### src/rtl/led_pattern_seq_pkg.sv
// rtl/led_pattern_seq_pkg.sv - mode/direction types, init patterns and mode sequencing for led_pattern_seq
package led_seq_pkg;

  typedef enum logic [1:0] {
    MODE_SHIFT  = 2'd0,
    MODE_BOUNCE = 2'd1,
    MODE_BINARY = 2'd2
  } mode_e;

  typedef enum logic {
    DIR_LEFT  = 1'b0,
    DIR_RIGHT = 1'b1
  } dir_e;

  localparam int SHIFT_INIT  = 1;
  localparam int BOUNCE_INIT = 1;
  localparam int BINARY_INIT = 0;

  // Encoding 3 is unreachable; it decodes to SHIFT like the wrap from BINARY.
  function automatic mode_e mode_next(input mode_e m);
    case (m)
      MODE_SHIFT:  return MODE_BOUNCE;
      MODE_BOUNCE: return MODE_BINARY;
      default:     return MODE_SHIFT;
    endcase
  endfunction

  function automatic int mode_init(input mode_e m);
    case (m)
      MODE_BOUNCE: return BOUNCE_INIT;
      MODE_BINARY: return BINARY_INIT;
      default:     return SHIFT_INIT;
    endcase
  endfunction

endpackage

### src/rtl/led_pattern_seq_if.sv
// rtl/led_pattern_seq_if.sv - button inputs and LED/probe outputs of led_pattern_seq
// Signals: btn_n (mode button, active low), btn2_n (pause button, only with LED_PAUSE_EN),
//          leds, clockCounter, mode.
// master: the sequencer side; slave: the board / bench side.
interface led_pattern_seq_if #(
  parameter int LED_W = 6,
  parameter int CNT_W = 24
);
  logic             btn_n;
`ifdef LED_PAUSE_EN
  logic             btn2_n;
`endif
  logic [LED_W-1:0] leds;
  logic [CNT_W-1:0] clockCounter;
  logic [1:0]       mode;

`ifdef LED_PAUSE_EN
  modport master (input btn_n, input btn2_n, output leds, output clockCounter, output mode);
  modport slave  (output btn_n, output btn2_n, input leds, input clockCounter, input mode);
`else
  modport master (input btn_n, output leds, output clockCounter, output mode);
  modport slave  (output btn_n, input leds, input clockCounter, input mode);
`endif
endinterface

### src/rtl/led_pattern_seq_btn_debounce.sv
// rtl/led_pattern_seq_btn_debounce.sv - btn_debounce: 2-flop synchronizer plus stability counter for an active-low button
// Ports: clk, rst (async, active high), btn_n (raw, asynchronous),
//        level (accepted debounced level, 1 = released), press (1-cycle pulse on accepted 1->0).
module btn_debounce #(
  parameter int DEBOUNCE_TICKS = 270_000
) (
  input  logic clk,
  input  logic rst,
  input  logic btn_n,
  output logic level,
  output logic press
);
  localparam int CW = (DEBOUNCE_TICKS < 2) ? 1 : $clog2(DEBOUNCE_TICKS);
  localparam logic [CW-1:0] LAST = CW'(DEBOUNCE_TICKS - 1);

  logic          sync1_q, sync2_q, level_q, press_q;
  logic [CW-1:0] cnt_q;

  // cnt_q counts consecutive synchronized samples that differ from the accepted level;
  // any sample equal to the accepted level restarts the count, so short glitches die here.
  always_ff @(posedge clk or posedge rst) begin
    if (rst) begin
      sync1_q <= 1'b1;
      sync2_q <= 1'b1;
      level_q <= 1'b1;
      press_q <= 1'b0;
      cnt_q   <= '0;
    end else begin
      sync1_q <= btn_n;
      sync2_q <= sync1_q;
      press_q <= 1'b0;
      if (sync2_q == level_q) begin
        cnt_q <= '0;
      end else if (cnt_q == LAST) begin
        cnt_q   <= '0;
        level_q <= sync2_q;
        press_q <= ~sync2_q;
      end else begin
        cnt_q <= cnt_q + 1'b1;
      end
    end
  end

  assign level = level_q;
  assign press = press_q;
endmodule

### src/rtl/led_pattern_seq.sv
// rtl/led_pattern_seq.sv - LED demo sequencer: step prescaler, mode FSM, pattern datapath, LED register
// Ports: clk, rst (async, active high), bus (led_pattern_seq_if.master: btn_n, [btn2_n], leds,
//        clockCounter, mode). Optional pause button and pause logic under macro LED_PAUSE_EN.
module led_pattern_seq
  import led_seq_pkg::*;
#(
  parameter int STEP_TICKS     = 13_500_000,
  parameter int DEBOUNCE_TICKS = 270_000,
  parameter int CNT_W          = 24,
  parameter int LED_W          = 6,
  parameter int LED_ACTIVE_LOW = 1
) (
  input logic clk,
  input logic rst,
  led_pattern_seq_if.master bus
);
  localparam logic [LED_W-1:0] RESET_PAT  = LED_W'(SHIFT_INIT);
  localparam logic [LED_W-1:0] RESET_LEDS = (LED_ACTIVE_LOW != 0) ? ~RESET_PAT : RESET_PAT;
  localparam logic [CNT_W-1:0] STEP_LAST  = CNT_W'(STEP_TICKS - 1);

  mode_e            mode_q, mode_d;
  dir_e             dir_q, dir_d;
  logic [LED_W-1:0] pat_q, pat_d, leds_q;
  logic [CNT_W-1:0] cnt_q, cnt_d;
  logic             step, mode_press, run;
  logic             mode_level_unused;

  btn_debounce #(.DEBOUNCE_TICKS(DEBOUNCE_TICKS)) u_mode_db (
    .clk   (clk),
    .rst   (rst),
    .btn_n (bus.btn_n),
    .level (mode_level_unused),
    .press (mode_press)
  );

`ifdef LED_PAUSE_EN
  logic pause_press, paused_q, pause_level_unused;

  btn_debounce #(.DEBOUNCE_TICKS(DEBOUNCE_TICKS)) u_pause_db (
    .clk   (clk),
    .rst   (rst),
    .btn_n (bus.btn2_n),
    .level (pause_level_unused),
    .press (pause_press)
  );

  always_ff @(posedge clk or posedge rst) begin
    if (rst) paused_q <= 1'b0;
    else     paused_q <= paused_q ^ pause_press;
  end

  assign run = ~paused_q;
`else
  assign run = 1'b1;
`endif

  assign step = (cnt_q == STEP_LAST);

  always_ff @(posedge clk or posedge rst) begin
    if (rst) begin
      mode_q <= MODE_SHIFT;
      dir_q  <= DIR_LEFT;
      pat_q  <= RESET_PAT;
      cnt_q  <= '0;
      leds_q <= RESET_LEDS;
    end else begin
      mode_q <= mode_d;
      dir_q  <= dir_d;
      pat_q  <= pat_d;
      cnt_q  <= cnt_d;
      leds_q <= (LED_ACTIVE_LOW != 0) ? ~pat_q : pat_q;
    end
  end

  // A press restarts the new mode from its init pattern and discards a coincident step.
  always_comb begin
    mode_d = mode_q;
    dir_d  = dir_q;
    pat_d  = pat_q;
    cnt_d  = cnt_q;
    if (mode_press) begin
      mode_d = mode_next(mode_q);
      pat_d  = LED_W'(mode_init(mode_d));
      dir_d  = DIR_LEFT;
      cnt_d  = '0;
    end else if (run) begin
      cnt_d = step ? '0 : cnt_q + 1'b1;
      if (step) begin
        case (mode_q)
          MODE_BOUNCE: begin
            pat_d = (dir_q == DIR_LEFT) ? (pat_q << 1) : (pat_q >> 1);
            // Flip on arrival at an end so each endpoint is shown for a single step.
            if (pat_d[LED_W-1])  dir_d = DIR_RIGHT;
            else if (pat_d[0])   dir_d = DIR_LEFT;
          end
          MODE_BINARY: pat_d = pat_q + 1'b1;
          default:     pat_d = {pat_q[LED_W-2:0], pat_q[LED_W-1]};
        endcase
      end
    end
  end

  assign bus.leds         = leds_q;
  assign bus.clockCounter = cnt_q;
  assign bus.mode         = mode_q;
endmodule

### src/flat_wrapper.sv
// flat-port wrapper written by rule: the top's interface ports become plain ports
module led_pattern_seq_flat import led_seq_pkg::*;
#(
  parameter int STEP_TICKS     = 13_500_000,
  parameter int DEBOUNCE_TICKS = 270_000,
  parameter int CNT_W          = 24,
  parameter int LED_W          = 6,
  parameter int LED_ACTIVE_LOW = 1
)
  (clk, rst, bus_btn_n, bus_leds, bus_clockCounter, bus_mode);
  led_pattern_seq_if #(.LED_W(LED_W), .CNT_W(CNT_W)) bus_i ();
  input logic clk;
  input logic rst;
  input wire logic [$bits(bus_i.btn_n)-1:0] bus_btn_n;
  output wire logic [$bits(bus_i.leds)-1:0] bus_leds;
  output wire logic [$bits(bus_i.clockCounter)-1:0] bus_clockCounter;
  output wire logic [$bits(bus_i.mode)-1:0] bus_mode;
  assign bus_i.btn_n = bus_btn_n;
  assign bus_leds = bus_i.leds;
  assign bus_clockCounter = bus_i.clockCounter;
  assign bus_mode = bus_i.mode;
  led_pattern_seq #(.STEP_TICKS(STEP_TICKS), .DEBOUNCE_TICKS(DEBOUNCE_TICKS), .CNT_W(CNT_W), .LED_W(LED_W), .LED_ACTIVE_LOW(LED_ACTIVE_LOW)) u_core (.clk(clk), .rst(rst), .bus(bus_i));
endmodule
### config.mk
export PLATFORM = sky130hd
export DESIGN_NAME = led_pattern_seq_flat
export DESIGN_NICKNAME = d
export VERILOG_FILES = /design/src/rtl/led_pattern_seq_pkg.sv /design/src/rtl/led_pattern_seq_if.sv /design/src/rtl/led_pattern_seq_btn_debounce.sv /design/src/rtl/led_pattern_seq.sv /design/src/flat_wrapper.sv
export SDC_FILE = /design/constraint.sdc
export NUM_CORES = 1
export LEC_CHECK = 0
export ABC_AREA = 0
export CORE_MARGIN = 4
export CORE_UTILIZATION = 58
export CTS_BUF_LIST = sky130_fd_sc_hd__clkbuf_4
export DETAILED_ROUTE_END_ITERATION = 16
export GPL_TIMING_DRIVEN = 0
export HOLD_SLACK_MARGIN = 0.15
export PLACE_DENSITY = 0.9
export SKIP_LAST_GASP = 1
export SLEW_MARGIN = 20
export SYNTH_ARGS = -nofsm -noshare
export SYNTH_HDL_FRONTEND = slang
export SYNTH_SLANG_ARGS = --single-unit
### constraint.sdc
create_clock -name clk -period 2.95 [get_ports clk]
set_clock_uncertainty 0.2 [all_clocks]
set_input_delay 0.295 -clock clk [delete_from_list [all_inputs] [get_ports clk]]
set_output_delay 0.295 -clock clk [all_outputs]
set_load 0.01 [all_outputs]
; Word-level counts from Yosys, hierarchy flattened
; Index checks and enable logic that the tools add are counted.
[classes]
addsub = 3
mul = 0
n_div = 0
n_lt_le_gt_ge = 0
n_eq_ne = 6
shifts = 0
n_mux = 18
bitwise = 3
n_reduce_logical = 6
[op_table]
columns = cell, count
row1 = 2-to-1 mux 24 bit, 2
row2 = 2-to-1 mux 19 bit, 2
row3 = adder 24 x 1 -> 24 bit (second input constant), 1
row4 = equality test 24 bit (second input constant), 1
row5 = adder 19 x 1 -> 19 bit (second input constant), 1
row6 = equality test 19 bit (second input constant), 1
row7 = 2-to-1 mux 6 bit, 3
row8 = case mux 6 bit (2 select lines), 1
row9 = 2-to-1 mux 1 bit, 8
row10 = adder 6 x 1 -> 6 bit (second input constant), 1
row11 = inverter 6 bit, 1
row12 = equality test 2 bit (second input constant), 2
row13 = case mux 2 bit (2 select lines), 1
row14 = nonzero test 2 bit, 2
row15 = AND reduction 3 bit, 1
row16 = nonzero test 3 bit, 1
row17 = equality test 2 x 1 -> 1 bit (second input constant), 1
row18 = zero test 2 bit, 1
row19 = 2-to-1 mux 2 bit, 1
row20 = inverter 1 bit, 2
row21 = AND reduction 2 bit, 1
row22 = equality test 1 bit, 1
[word_totals]
register_bits = 62
latch_bits = 0
ramBits = 0
mem_bits_ro = 0
input_bits = 3
out_inout_bits = 32
wordCells = 46
memories = 0

; Longest topological paths before layout
[depth]
ltp_word = 6
mapped_depth = 7
ltp_nobuf = 6

; Cells and area by module
; A second synthesis with hierarchy kept.
[unflattened]
hier_cells = 322
area_unflattened_um2 = 3199.3
[by_module_without_submodules]
columns = module, instances, cells_each, area_per_inst_um2, seq_area_each_um2
row1 = led_pattern_seq, 1, 218, 2077.0, 983.4
row2 = btn_debounce, 1, 104, 1122.3, 579.3

; Worst setup path before layout
; Ideal clock, no wire load.
[synth_timing]
path_type = register to register
start = reg u_core.cnt_q[0] (netlist: u_core.bus.clockCounter[0])
end = reg u_core.dir_q
setup_time_ns = 0.078
t_arrival_ns = 1.941
required_time_ns = 2.672
slack_ns = 0.732
path_stages_with_launch = 7
n_path_buf = 1
period_less_slack_ns = 2.218
path_cell_list = dfrtp_1 -> ha_1 -> nand4_2 -> or3_1 -> buf_2 -> or4_1 -> a21oi_1
[synth_via]
elab_chain_len = 3
[synth_rtl]
columns = item, line_no
row1 = "start, declared", led_pattern_seq.sv:24  ; logic [CNT_W-1:0] cnt_q, cnt_d;
row2 = "start signal, assigned", led_pattern_seq.sv:70  ; cnt_q <= cnt_d;
row3 = equality test 24 bit, led_pattern_seq.sv:57  ; assign step = (cnt_q == STEP_LAST);
row4 = nonzero test 2 bit (no line), n/a
row5 = AND reduction 3 bit (no line), n/a
row6 = "end signal, assigned", led_pattern_seq.sv:68  ; dir_q <= dir_d;
row7 = "end, declared", led_pattern_seq.sv:22  ; dir_e dir_q, dir_d;
; No other way between the ends.
; A chain may end at the register's enable or synchronous reset.

; Worst setup path after layout
[layout_timing]
start = reg u_core.u_mode_db.cnt_q[0]
end = reg u_core.u_mode_db.cnt_q[9]
[layout_via]
elab_chain_len = 3
elab_cells_between_ends = 4
cone_classes = add/sub: 1 / eq/ne: 1 / mux: 2
[layout_rtl]
columns = item, line_no
row1 = "start, declared", led_pattern_seq_btn_debounce.sv:17  ; logic [CW-1:0] cnt_q;
row2 = "start signal, assigned", led_pattern_seq_btn_debounce.sv:39  ; cnt_q <= cnt_q + 1'b1;
row3 = adder 19 x 1 -> 19 bit / equality test 19 bit (equally long branches), "led_pattern_seq_btn_debounce.sv:39, led_pattern_seq_btn_debounce.sv:34"
row4 = 2-to-1 mux 19 bit *, led_pattern_seq_btn_debounce.sv:34  ; end else if (cnt_q == LAST) begin
row5 = 2-to-1 mux 19 bit *, led_pattern_seq_btn_debounce.sv:32  ; if (sync2_q == level_q) begin
; Every way passes the cells marked *; elsewhere a longest branch is shown, timed or not.

==> results_dict.tcl <==
set metrics [dict create \
    multi_input_area_sq_mm 0.00153 \
    synth-seq-cells 62 \
    cts.clk_slew.worst_paths_ns 0.10 \
    viasPerCell 6.12 \
    clkLatencyLatePin_ns 0.41 \
    finalSetupTns_ns 0 \
    place.gp.congestion 0.838 \
    area_growth_pct 19.6 \
    rsz0062_at_grt "false" \
    syn_inst 327 \
    start_util_pct 61.4 \
    cp_cell_sequence "ha_1 > and4_1 > clkbuf_1 > nand4_1 > o21ai_2 > clkbuf_1 > nor2_1" \
    final.min_clock_period_ns 2.57 \
    cp_data_required_time_ns 3.04 \
    dieArea_sq_mm 0.00680 \
    grt_max_degree 59 \
    cap_violations 0 \
    place_area_sq_mm 0.00367 \
    pwr-share-comb_pct 2.4 \
    p_seq_share_pct 55.5 \
    route.detailed.drc 0 \
    tightest_slew_ns 0.870 \
    grt_pass1_vias 2756 \
    synth-edff-count 0 \
    yosysSeqAreaShare_pct 48.6 \
    mostFrequentLayoutCell "dfrtp_1" \
    fmax_ghz 0.389 \
    grt_pass1_wl_mm 12.5 \
    yosys_warnings 0 \
    most-common-layout-cells "dfrtp_1 (53), nor2_1 (38), clkdlybuf4s50_1 (34)" \
    whs_ns 0.165 \
    grtUsageTotal_pct 23.9 \
    grt_antenna_before_repair 0 \
    num_vias 2755 \
    sw_frac_of_total_pct 21.9 \
    ys_async_sr_fraction_pct 100 \
    crit_type "flop to flop" \
    routed_wl_mm 7.21 \
    crit_start "u_core.u_mode_db.cnt_q[0]" \
    regToRegSetupSlack_ns 0.38 \
    fp.dieH_microns 82.4 \
    drt.antenna.violating_nets 0 \
    synth.avg_cell_area_sq_um 9.83 \
    path_max_fanout 10 \
    critPathMostFrequentCell "clkbuf_1" \
    nets 385 \
    setup_viol 0 \
    whs_path_depth 0 \
    hold_class "flop to flop" \
    r2r-start "u_core.u_mode_db.cnt_q[0]" \
    post_cts_buffers 0 \
    critical_path.endpoint "u_core.u_mode_db.cnt_q[9]" \
    wl_per_cell_microns 16.0 \
    h-tree-depth 3 \
    cp-start-kind "flop" \
    grt-ovfl-total 0 \
    coreArea_sq_mm 0.00524 \
    synthFlopType "dfrtp_1" \
    stdcell_area_sq_mm 0.00384 \
    drv_slew 0 \
    rr_endpoint "u_core.u_mode_db.cnt_q[9]" \
    fillers 380 \
    p_switching_uw 339 \
    clock_path_buffers 2 \
    first_pass_iters 4 \
    r2r_cells 7 \
    endpoint_kind "flop" \
    rows 26 \
    powerDensity_mw_per_mm2 404 \
    status "complete, no violations" \
    final-seq-area_sq_mm 0.00156 \
    port_buffers 34 \
    cts_root_buf "clkbuf_4" \
    drt_iter0_markers 216 \
    ir_drop_mv 0.310 \
    finalHoldViolations 0 \
    synth_cell_types 49 \
    period_share_pct 87.1 \
    slowest_delay_ns 0.42 \
    relSlewSlack_pct 41.5 \
    slowest_stage "o21ai_2" \
    drive_gt1_share_pct 10.3 \
    cts_tree "done" \
    hpwlAfterDp_mm 4.87 \
    clkPwrFrac_pct 42.1 \
    p_int_mw 1.21 \
    critPathArrivalTime_ns 2.66 \
    die_w_microns 82.4 \
    n_antenna_cell 0 \
    clock_sinks 62 \
    syn-num-nets 337 \
    cts_buffers 9 \
    power.leakage_nw 1.52 \
    ios 35 \
    mappedNetlistArea_sq_mm 0.00321 \
]
==> cell type report <==
type                    instances  share of cell area (%)
plain buffers                  14                    1.92
clock inverters                 6                    1.99
well taps                      70                    2.28
repair buffers                 37                    10.1
multi-input cells             238                    39.8
clock buffers                  10                    1.95
inverters                      13                    1.33
flip-flops and latches         62                    40.7
==> per-stage QoR <==
step                      power (mW)  setup slack [ns]  util [%]  instances
final                           1.55             0.380      73.4        450
after global routing            1.61             0.132      73.4        450
after CTS                       1.56             0.367      73.4        450
after detailed placement       0.913             0.373      70.1        432
after global placement         0.907            -0.110      69.5        431
after floorplan                0.897             0.732         -        327
==> how the worst min path moves through the flow <==
stage | from | endpoint | slack (ns)
after floorplan | bus_btn_n | u_core.u_mode_db.sync1_q | 0.1
after global placement | u_core.u_mode_db.sync1_q | u_core.u_mode_db.sync2_q | 0.15
after detailed placement | u_core.u_mode_db.sync1_q | u_core.u_mode_db.sync2_q | 0.15
after CTS | u_core.u_mode_db.sync1_q | u_core.u_mode_db.sync2_q | 0.17
after global routing | u_core.u_mode_db.sync1_q | u_core.u_mode_db.sync2_q | 0.17
final | u_core.u_mode_db.sync1_q | u_core.u_mode_db.sync2_q | 0.16
==> Yosys cell counts (all sizes together), types with 8 or more instances <==
| master | instances | area share (%) |
|---|---|---|
| a21oi | 19 | 3.0 |
| and4 | 9 | 2.5 |
| clkbuf | 8 | 0.97 |
| dfrtp | 53 | 41 |
| dfstp | 9 | 7.4 |
| inv | 13 | 1.5 |
| nand2 | 21 | 2.5 |
| nand3 | 15 | 2.5 |
| nand4 | 15 | 3.3 |
| nor2 | 38 | 4.4 |
| o21ai | 11 | 1.8 |
| or3 | 10 | 1.9 |
| xnor2 | 11 | 3.0 |
| xor2 | 17 | 4.6 |
==> power groups by stage <==
stage | logic, mW | clock network [mW] | registers, mW
4_1_cts | 0.0386 | 0.663 | 0.861
6_report | 0.0370 | 0.653 | 0.861
5_1_grt | 0.0429 | 0.702 | 0.862
3_5_place_dp | 0.0362 | 0 | 0.877
2_1_floorplan | 0.0214 | 0 | 0.876
3_3_place_gp | 0.0305 | 0 | 0.876
==> metal layers <==
metal	share of wire, %	vias up	wire (microns)	track usage [%]
li1	-	1296	-	-
met1	44	1340	3170	30.8
met2	47	103	3410	37.8
met3	6.3	16	453	5.21
met4	2.4	0	175	12.5
met5	0	-	0	0
==> cells by family (layout without fill, tap and decap cells) <==
family	Yosys count	in the layout	share of synthesized area (%)
XOR/XNOR	28	28	7.63
multiplexers	2	2	0.662
adder cells (fa/ha/maj)	7	7	2.72
AND/OR/NAND/NOR	148	148	26.0
buffers and inverters	27	80	3.81
flip-flops	62	62	48.6
AO/OA/AOI/OAI	53	53	10.5
==> repair_timing <==
item	in CTS	in global routing
hold buffers	2	0
setup endpoints to repair	0	0
hold endpoints to repair	54	0
resized for setup	0	0
==> flip-flops by register name (all words and copies together), names as in the netlist <==
| name | cells |
|---|---|
| u_core.u_mode_db.sync2_q | 1 |
| u_core.u_mode_db.level | 1 |
| u_core.u_mode_db.press | 1 |
| u_core.u_mode_db.sync1_q | 1 |
| u_core.pat_q | 6 |
| u_core.bus.leds | 6 |
| u_core.bus.mode | 2 |
| u_core.dir_q | 1 |
| u_core.u_mode_db.cnt_q | 19 |
| u_core.bus.clockCounter | 24 |
==> critical path, delay by kind of cell, from the launching register on <==
| kind | cells | cell delay, ns |
|---|---|---|
| fa+ha+maj | 1 | 0.23 |
| buf+inv | 2 | 0.66 |
| simple gates | 3 | 0.53 |
| flops | 1 | 0.41 |
| compound gates | 1 | 0.42 |
Power figures use the tool's default switching activity.
